## config.mk

```make
export PLATFORM = sky130hd
export DESIGN_NAME = flag_issue_ctrl
export DESIGN_NICKNAME = d
export VERILOG_FILES = /design/src/rtl/flag_issue_ctrl.sv
export SDC_FILE = /design/constraint.sdc
export NUM_CORES = 1
export LEC_CHECK = 0
export CAP_MARGIN = 20
export CORE_UTILIZATION = 25
export CTS_BUF_LIST = sky130_fd_sc_hd__clkbuf_4
export DETAILED_ROUTE_END_ITERATION = 16
export SETUP_SLACK_MARGIN = 0.3
export SLEW_MARGIN = 20
export SYNTH_ARGS = -nofsm -noshare
export SYNTH_HDL_FRONTEND = slang
export SYNTH_SLANG_ARGS = --single-unit
```

## constraint.sdc

```tcl
create_clock -name clk -period 2.1 [get_ports clk]
set_clock_uncertainty 0.1 [all_clocks]
set_input_delay 0.42 -clock clk [delete_from_list [all_inputs] [get_ports clk]]
set_output_delay 0.42 -clock clk [all_outputs]
set_load 0.05 [all_outputs]
```

## src/rtl/flag_issue_ctrl.sv

```systemverilog
// flag_issue_ctrl
//   Sequences the Z/C/S/O flag register around a multi-cycle ALU. An ALU op
//   is accepted through op_valid/op_ready. The controller then waits ALU_LAT
//   cycles and commits alu_flags into flags_q through a per-opcode write mask.
//   Branch-condition queries (br_req/br_ready) are evaluated against the
//   committed flags. They are interlocked against an op in flight.
//
// Optional feature macro: FLAG_FWD_EN
//   When defined, a query is also accepted in the final WAIT cycle. It is
//   evaluated on the merged (about-to-commit) flag value.
//
// Ports
//   clk        system clock, rising edge
//   r          asynchronous active-low reset
//   op_valid   ALU op issue request
//   op_ready   controller can accept an op this cycle
//   op_cond    ALU operation code, selects the flag write mask
//   alu_flags  ALU flag outputs, bit0=Z bit1=C bit2=S bit3=O
//   br_req     branch condition query
//   br_ready   query can be accepted this cycle
//   br_cond    branch condition select
//   br_valid   one-cycle pulse, br_taken is valid
//   br_taken   registered condition result (holds between queries)
//   flags_q    committed flags, same bit order as alu_flags
//   busy       op in flight
module flag_issue_ctrl #(
  parameter int ALU_LAT = 2
) (
  input  logic       clk,
  input  logic       r,
  input  logic       op_valid,
  output logic       op_ready,
  input  logic [4:0] op_cond,
  input  logic [3:0] alu_flags,
  input  logic       br_req,
  output logic       br_ready,
  input  logic [2:0] br_cond,
  output logic       br_valid,
  output logic       br_taken,
  output logic [3:0] flags_q,
  output logic       busy
);

  localparam logic [0:0] IDLE = 1'b0;
  localparam logic [0:0] WAIT = 1'b1;
  localparam logic [2:0] CNT_LOAD = 3'(ALU_LAT - 1);

  logic [0:0] state_reg;
  logic [2:0] cnt_reg;
  logic [3:0] mask_reg;
  logic [3:0] flags_reg;
  logic       br_valid_reg;
  logic       br_taken_reg;

  logic [3:0] merged_next;
  logic [3:0] eval_flags;
  logic       last_cycle;
  logic       op_fire;
  logic       br_fire;

  // Write mask per opcode, bit order O,S,C,Z (bit3..bit0).
  function automatic logic [3:0] mask_dec(input logic [4:0] c);
    logic [3:0] m;
    m = 4'b0000;
    case (c)
      5'b00000, 5'b00001, 5'b00011, 5'b00100,
      5'b00101, 5'b00110, 5'b01001:            m = 4'b1111;
      5'b01000:                                m = 4'b0111;
      5'b10000:                                m = 4'b0001;
      5'b01010, 5'b01011, 5'b10001, 5'b10100,
      5'b10101, 5'b10110, 5'b10111, 5'b11000,
      5'b11001, 5'b11010, 5'b11011, 5'b11100,
      5'b11101, 5'b11110:                      m = 4'b0101;
      default:                                 m = 4'b0000;
    endcase
    return m;
  endfunction

  function automatic logic cond_eval(input logic [2:0] sel, input logic [3:0] f);
    logic t;
    t = 1'b0;
    case (sel)
      3'b000: t = 1'b1;
      3'b001: t = f[0];
      3'b010: t = ~f[0];
      3'b011: t = f[1];
      3'b100: t = ~f[1];
      3'b101: t = f[2];
      3'b110: t = f[2] ^ f[3];
      3'b111: t = f[3];
      default: t = 1'b0;
    endcase
    return t;
  endfunction

  // Per-bit commit value: masked bits take the ALU flag, others hold.
  generate
    for (genvar gi = 0; gi < 4; gi++) begin : g_merge
      assign merged_next[gi] = mask_reg[gi] ? alu_flags[gi] : flags_reg[gi];
    end
  endgenerate

  assign last_cycle = (state_reg == WAIT) && (cnt_reg == 3'd0);

  // Branch has priority over an op issue in the same IDLE cycle.
  assign op_ready = (state_reg == IDLE) && !br_req;

`ifdef FLAG_FWD_EN
  assign br_ready   = (state_reg == IDLE) || last_cycle;
  assign eval_flags = last_cycle ? merged_next : flags_reg;
`else
  assign br_ready   = (state_reg == IDLE);
  assign eval_flags = flags_reg;
`endif

  assign op_fire = op_valid && op_ready;
  assign br_fire = br_req && br_ready;

  always_ff @(posedge clk or negedge r) begin
    if (!r) begin
      state_reg    <= IDLE;
      cnt_reg      <= 3'd0;
      mask_reg     <= 4'b0000;
      flags_reg    <= 4'b0000;
      br_valid_reg <= 1'b0;
      br_taken_reg <= 1'b0;
    end else begin
      br_valid_reg <= br_fire;
      if (br_fire) begin
        br_taken_reg <= cond_eval(br_cond, eval_flags);
      end

      case (state_reg)
        IDLE: begin
          if (op_fire) begin
            mask_reg  <= mask_dec(op_cond);
            cnt_reg   <= CNT_LOAD;
            state_reg <= WAIT;
          end
        end
        WAIT: begin
          if (cnt_reg != 3'd0) begin
            cnt_reg <= cnt_reg - 3'd1;
          end else begin
            flags_reg <= merged_next;
            state_reg <= IDLE;
          end
        end
        default: state_reg <= IDLE;
      endcase
    end
  end

  assign flags_q  = flags_reg;
  assign br_valid = br_valid_reg;
  assign br_taken = br_taken_reg;
  assign busy     = (state_reg != IDLE);

endmodule

```

== Word level (Yosys, flattened, before mapping) ==
Memory sizes are Yosys's and may differ from the RTL's. A register that Yosys moved wholly into a read port is not among the register bits.
Cells that the tools add are included.
Storage, ports and cells
  bits in registers: 10
  memory bits (read-only): 128
  bits of input ports: 16
  output and inout bits: 9
  word-level logic and storage cells: 44
  memories: 1
Operators by class
  add/sub/neg operators: 1
  equality and inequality tests: 9
  mux-type cells: 7
  bitwise logic cells: 5
  reduce and logical (&&, ||, !) cells: 13
Memory list
  (no name shown): depth 32, width 4, read ports 1, clocked after Yosys merged registers in 1, wr ports 0, RTL line 65  | case (c)
Operators by type and width (count)
  == test 3 bit (second input constant): 4
  AND reduction 3 bit: 4
  one-hot mux 1 bit (8 select lines): 1
  == test 3 x 2 -> 1 bit (second input constant): 2
  2-to-1 mux 3 bit: 2
  one-hot mux 3 bit (2 select lines): 1
  != test 2 x 1 -> 1 bit (second input constant): 2
  inverter 1 bit: 4
  AND reduction 2 bit: 2
  == test 3 x 1 -> 1 bit (second input constant): 1
  logical AND 1 bit: 3
  zero test 3 bit: 1
  nonzero test 3 bit: 1
  subtractor 3 x 1 -> 3 bit (second input constant): 1
  zero test 1 bit: 2
  2-to-1 mux 1 bit: 2
  one-hot mux 1 bit (2 select lines): 1
  XOR 1 bit: 1

== Depth between registers and ports, before layout ==
Gate-level depths: netlist (run 1).
  word-level depth: 5
  gate-level depth with buffers: 6
  mapped depth without buffers: 6

== Worst setup path after synthesis (run 1) ==
Ideal clock, no wire load.
  kind: flip-flop to output port
  start: register state_reg (netlist: busy)
  end: output br_ready
  arrival time: 1.199 ns
  required time: 1.580 ns
  slack: 0.381 ns
  cell stages (with the launch flop): 2
  path buffers: 0
  cells stage by stage: dfrtp_1 > inv_1
Between the ends
  cells in the longest elaborated chain, start to end: 1
RTL lines
  start: declaration: RTL line 48  | logic [0:0] state_reg;
  start signal: assignment: RTL line 121  | state_reg <= IDLE;
  start signal: assignment: RTL line 138  | state_reg <= WAIT;
  start signal: assignment: RTL line 146  | state_reg <= IDLE;
  inverter 1 bit (no line)
  end: declaration: RTL line 36  | output logic br_ready,
No other way between the ends.

== Worst setup path in the final report (run 1) ==
  start: register flags_reg[1] (netlist: flags_q[1])
  end: output flags_q[1]
RTL lines
  start: declaration: RTL line 51  | logic [3:0] flags_reg;
  start signal: assignment: RTL line 145  | flags_reg <= merged_next;
  end: declaration: RTL line 40  | output logic [3:0] flags_q,
No word-level cell between the ends.

==> results of run 1 <==
[cells in the mapped netlist, drive strengths merged]
cell	n	area (um^2)
dfrtp	14	350
nor2	4	22.5
nand4b	1	8.76
mux2	5	56.3
nor2b	2	20.0
nand2	7	28.8
nand2b	3	18.8
buf	1	11.3
and2	1	6.26
a21oi	5	25.0
nand3	7	35.0
o31ai	3	22.5
inv	8	30.0
a31oi	1	6.26
xnor2	1	8.76
o21a	1	7.51
ha	2	25.0
o22ai	1	6.26
o32a	1	10.0
a2111oi	2	17.5
o211ai	1	7.51
o21ai	6	30.0
[per-layer routing]
layer  track usage  vias up  wire length (um)
met1         0.114      296               623
met2         0.170       16               717
met3       0.00907        0                81
li1              -      327                 -
met5             0        -                 0
met4        0.0627        0                 0
[worst reg2reg max path, cell delays in order, from the launching register on]
cell      delay (ns)
dfrtp_1         0.36
inv_1           0.07
ha_1            0.16
ha_1            0.23
nand2b_1        0.22
nand2_1         0.09
mux2_2          0.26
[cells by family (layout without fill, tap and decap cells)]
family	Yosys count	count (layout)
and+or+nand+nor	25	25
AOI/OAI and AO/OA	21	21
DFF	14	14
buffers and inverters	9	35
muxes	5	5
adders and majority gates	2	2
xor gates and xnor gates	1	1
[where the power goes]
group | total [mW] | switching [mW] | internal, mW
Clock | 0.144 | 0.0772 | 0.0664
Sequential | 0.493 | 0.0992 | 0.394
Combinational | 0.751 | 0.473 | 0.278
Total | 1.39 | 0.649 | 0.738
[path summary, 6_finish.rpt]
kind / endpoint / slack (ns) / cells after the start / startpoint
setup / recovery: flags_q[1] / 0.38 / 1 / flags_q[1]
min in group asynchronous: br_valid / 0.42 / 1 / r
setup reg to reg: cnt_reg[0] / 0.50 / 6 / cnt_reg[0]
hold / removal: mask_reg[1] / 0.39 / 2 / mask_reg[1]
hold reg to reg: mask_reg[1] / 0.39 / 2 / mask_reg[1]
max in group asynchronous: mask_reg[0] / 1.09 / 1 / r
[metrics by stage]
stage	hold WS (ns)	setup WS [ns]	instance area, um^2	power (mW)	util
global route	0.437	0.312	1040	1.50	0.372
floorplan	0.0244	0.381	754	1.04	-
CTS	0.389	0.372	1040	1.41	0.372
global placement	0.370	0.271	1030	1.28	0.366
finish	0.385	0.382	1040	1.39	0.372
detailed placement	0.371	0.205	1030	1.30	0.366
[final cells by class]
type                            count  area (um^2)
Clock buffer                        3         22.5
Fill cell                         286         1760
Tap cell                           31         38.8
Sequential cell                    14          350
Multi-Input combinational cell     54          363
Timing Repair Buffer               24          238
Inverter                            8         30.0
[what timing repair did]
| item | CTS | global route |
|---|---|---|
| gates resized for setup | 6 | 0 |
| endpoints found under the setup margin | 6 | 0 |
| hold endpoints to repair | 0 | 0 |
==> summary.txt, run 1 <==
Die
  • Die H: roughly 57 um
  • Core ar.: roughly 2800 um^2
  • Std-Cell Rows: 19
  • Ports: 25
  • Initial Util: 0.269
  • Die area: around 3200 um^2
  • Die width: about 57 um

Clocking
  • # clock sinks: 14
  • H-tree levels: 1
  • CTS tree: done
  • Setup Buffers After CTS: 0
  • CTS root buf: clkbuf_4
  • CTS Hold Buffers Added: 0
  • Worst-skew pair later-pin latency: 0.27 ns
  • Deepest clock path buffer count: 2
  • Clk pin slew, worst setup/hold paths: 0.07 ns
  • CTS buffer count: 3

Global routing
  • First-pass GRT wire length: around 2500 um
  • GRT Util Overall: 0.0974
  • Initial antenna violation count: 0
  • Number of global-route vias before repair: 646
  • Maximum number of pins on one net before global-route repair: 15
  • GRT overflow: 0

Synth
  • Post-Syn Instances: 77
  • Xor/xnor share of the synthesized area: 0.0116
  • Syn nets: 95
  • Post-Synthesis Cell Area: ~750 um^2
  • Sequential element share of the synthesized area: 0.464
  • Largest family of logic cells by synthesized area: simple AND/OR/NAND/NOR gates
  • #FFs+latches synth: 14
  • Adder-cell share of the synthesized area: 0.0332
  • Unique masters post-synth: 25
  • Post-synthesis compound-gate area fraction: 0.176
  • Post-Synth Simple-Gate Area: 0.186
  • Yosys warnings: 0
  • Mux cell area share after synthesis: 0.0746
  • Avg Synthesized Cell Area: 9.80 um^2

Run status
  • Failing checks: design-rule violations
  • Status: finished with violations

STA
  • Minimum clock period: ~1.7 ns
  • RSZ-0062 raised after global routing: false
  • Fmax achieved: ~0.58 GHz
  • Slew headroom: 0.598
  • Final worst path period share: 0.818
  • Fin. max-slew vios: 0
  • Fin. Hold Viols: 0
  • Final setup vio count: 0
  • Fin Setup TNS: 0 ns
  • Tightest Pin Transition: approximately 0.6 ns

Routing
  • Starting DRT DRC Count: 25
  • DRC violations left: 4
  • DR pass1 iterations: 10
  • WL final: 1420 um
  • Via count: ~640
  • Routed Antenna Nets: 0
  • Routed vias/inst: between 4 and 5
  • Routed len/inst: 10.6 um

Finish
  • Nets@finish: around 120
  • Cell Count, Final, Fillers Out: around 130
  • # diodes: 0
  • Most frequent cells in the layout: clkdlybuf4s50_1 (15), dfrtp_1 (14), inv_1 (8), nand3_1 (7)
  • Most common cell after layout, fill and taps aside: clkdlybuf4s50_1
  • Area growth syn-to-layout: 38.1%
  • Share of layout cells above drive strength 1: 0.136

Pwr
  • Pwr per Cell Area: between 1000 and 1500 nW/um^2
  • Leakage: approximately 0.45 nW
  • Worst VDD drop: between 0.2 and 0.3 mV

Worst hold path
  • Tightest Hold Check Type: flop to flop

Setup path
  • Crit path kind: flop to primary output
  • CP max stage cell: dlygate4sd2_1
  • Crit path DAT: between 1 and 1.5 ns
  • Data required time of the critical path: roughly 1.6 ns
  • CP max stage delay: roughly 0.54 ns
  • Setup crit start kind: flop
  • CP Capture Type: primary output
  • WP buf/inv: 1
  • Critical path's top delay family: buffers and inverters
  • Worst-path cell chain: dlygate4sd2_1
  • Critical Path Fanout Max: 4

Placement
  • Post-DP HPWL: 1140 um
  • Dpl cells: 131
  • I/O Buffers: 24
  • Final GP Congestion: ~0.73

Run
  • Max cap viols: 0
No activity file was read; power rests on OpenSTA's default activity.
==> run 2, diff against run 1 <==
==> constraint.sdc (replaced) <==
create_clock -name clk -period 1.6 [get_ports clk]
set_clock_uncertainty 0.1 [all_clocks]
set_input_delay 0.32 -clock clk [delete_from_list [all_inputs] [get_ports clk]]
set_output_delay 0.32 -clock clk [all_outputs]
set_load 0.05 [all_outputs]
==> run 2 against run 1 <==
Effect of this change: the flow still finishes with violations (design-rule violations); critical path depth grew 2; cell area grew 32%; hold slack lost 0.19 ns; register-to-register slack lost 0.39 ns; sequential share of layout area shrank 7.8 points; non-clock buffer count grew 14; power grew 92%; clock power grew 46%; critical endpoint is now op_ready; largest cell class unchanged.
==> summary.txt, run 2 (same netlist as run 1, synthesis figures left out) <==
Run status
  • Status: finished with violations
  • Failing checks: design-rule violations

Clocking
  • H-tree levels: 1 (unchanged)
  • Clk pin slew, worst setup/hold paths: 0.08 ns (about the same)
  • CTS buffer count: 3 (unchanged)
  • Deepest clock path buffer count: 2 (unchanged)
  • CTS root buf: clkbuf_4
  • Worst-skew pair later-pin latency: 0.29 ns (+0.02 ns)
  • CTS tree: done
  • # clock sinks: 14 (unchanged)

Routing
  • DRC violations left: 4 (unchanged)
  • Routed vias/inst: 4.69 (-1.6%)
  • Starting DRT DRC Count: 9 (-64%)
  • DR pass1 iterations: 10 (unchanged)
  • WL final: 1720 um (+21%)
  • Routed len/inst: 11.5 um (+8.7%)
  • Via count: 699 (+9.4%)
  • Routed Antenna Nets: 0 (unchanged)

Setup path
  • Crit path kind: input port to primary output
  • Worst-path cell chain: clkdlybuf4s50_1, nor2_4, buf_12
  • CP Capture Type: primary output
  • Setup crit start kind: input port
  • WP buf/inv: 2 (+1)
  • Data required time of the critical path: 1.18 ns (-0.40 ns)
  • Crit path DAT: 1.10 ns (-0.10 ns)
  • Critical path's top delay family: buffers and inverters
  • CP max stage cell: clkdlybuf4s50_1
  • Critical Path Fanout Max: 2 (-2)
  • CP max stage delay: 0.46 ns (-0.08 ns)

Finish
  • # diodes: 0 (unchanged)
  • Share of layout cells above drive strength 1: 0.441 (+0.305)
  • Area growth syn-to-layout: 82.4%
  • Most frequent cells in the layout: dfrtp_1 (12), buf_4 (11), clkdlybuf4s50_1 (10), buf_12 (9), nand2_1 (6)
  • Most common cell after layout, fill and taps aside: dfrtp_1
  • Final Util: 0.491 (+0.119)
  • Cell Count, Final, Fillers Out: 149 (+11%)
  • Nets@finish: 137 (+11%)

Run
  • Max cap viols: 0 (unchanged)

Global routing
  • Maximum number of pins on one net before global-route repair: 15 (unchanged)
  • GRT overflow: 0 (unchanged)
  • First-pass GRT wire length: 2870 um (+15%)
  • Initial antenna violation count: 0 (unchanged)
  • GRT Util Overall: 0.114 (+0.0161)
  • Number of global-route vias before repair: 691 (+7.0%)

Placement
  • I/O Buffers: 24 (unchanged)
  • Pre-CTS setup slack: -0.182 ns (-0.387 ns)
  • Dpl cells: 136 (+3.8%)
  • Post-DP HPWL: 1240 um (+8.7%)
  • Final GP Congestion: 0.774 (+6.0%)

STA
  • Minimum clock period: around 1.5 ns
  • Fin. Hold Viols: 0 (unchanged)
  • Final worst path period share: 0.947
  • RSZ-0062 raised after global routing: true
  • Tightest Pin Transition: 0.314 ns (-0.287 ns)
  • Slew headroom: 0.790 (+0.192)
  • Final setup vio count: 0 (unchanged)
  • Fin. max-slew vios: 0 (unchanged)
  • Setup ws final: 0.0850 ns (-0.297 ns)
  • Fmax achieved: between 0.6 and 0.7 GHz

Pwr
  • Leakage: 0.599 nW (+33%)
  • Power, Total: 2.66 mW (+92%)
  • Pwr per Cell Area: 1940 nW/um^2 (+45%)
  • Worst VDD drop: 0.663 mV (+140%)

Worst hold path
  • Tightest Hold Check Type: input port to flop

Die
  • Std-Cell Rows: 19 (unchanged)
  • Die area: 3240 um^2 (unchanged)
  • Die H: 56.9 um (unchanged)
  • Ports: 25 (unchanged)
  • Initial Util: 0.269 (unchanged)
  • Core ar.: 2810 um^2 (unchanged)
  • Die width: 56.9 um (unchanged)
[run 2: cell count changes in the layout (fill, tap and decap cells not counted), sizes merged]
cell	previous run	this run
buf	3	23
clkdlybuf4s50	15	10
clkinv	0	1
dlygate4sd2	6	4
dlymetal6s2s	0	1
[run 2: per-layer routing]
layer  global-route usage  wire (um)
met1                0.125        778
met2                0.203        814
met3               0.0159         78
met4               0.0732         46
met5                    0          0
[run 2: final cells by class]
cell class,instances,area (um^2)
inverters,8,30.0
clock buffers,3,22.5
multi-input cells,54,482
repair buffers,38,444
clock inverters,1,3.75
fillers,259,1430
well taps,31,38.8
flip-flops and latches,14,355
[run 2: final timing paths]
check                            start     endpoint  slack [ns]  cells past startpoint
hold reg to reg            mask_reg[1]  mask_reg[1]        0.41                      2
max in group asynchronous            r   flags_q[1]        0.98                      2
hold / removal              op_cond[4]  mask_reg[1]        0.20                      2
setup / recovery                br_req     op_ready        0.08                      3
setup reg to reg                  busy     br_taken        0.11                      5
min in group asynchronous            r     br_valid        0.23                      2
[run 2: power by group]
part / total (mW) / internal, mW / switching [mW]
Combinational: 1.77 / 0.938 / 0.832
Clock: 0.210 / 0.0906 / 0.119
Sequential: 0.684 / 0.529 / 0.154
Total: 2.66 / 1.56 / 1.11
[run 2: timing repair]
item / in CTS / in global routing
resized for setup: 21 / 13
pin swaps: 6 / 2
buffers inserted: 7 / 2
hold buffers: 0 / 0
setup endpoints to repair: 20 / 19
hold endpoints to repair: 0 / 0
[run 2: stage by stage]
| step | TNS [ns] | cell area (um^2) | hold WS [ns] |
|---|---|---|---|
| after floorplan | 0 | 761 | -0.0756 |
| after global placement | -0.308 | 1160 | 0.368 |
| after detailed placement | -0.463 | 1160 | 0.372 |
| after CTS | 0 | 1300 | 0.235 |
| after global routing | 0 | 1380 | 0.206 |
| final | 0 | 1380 | 0.199 |
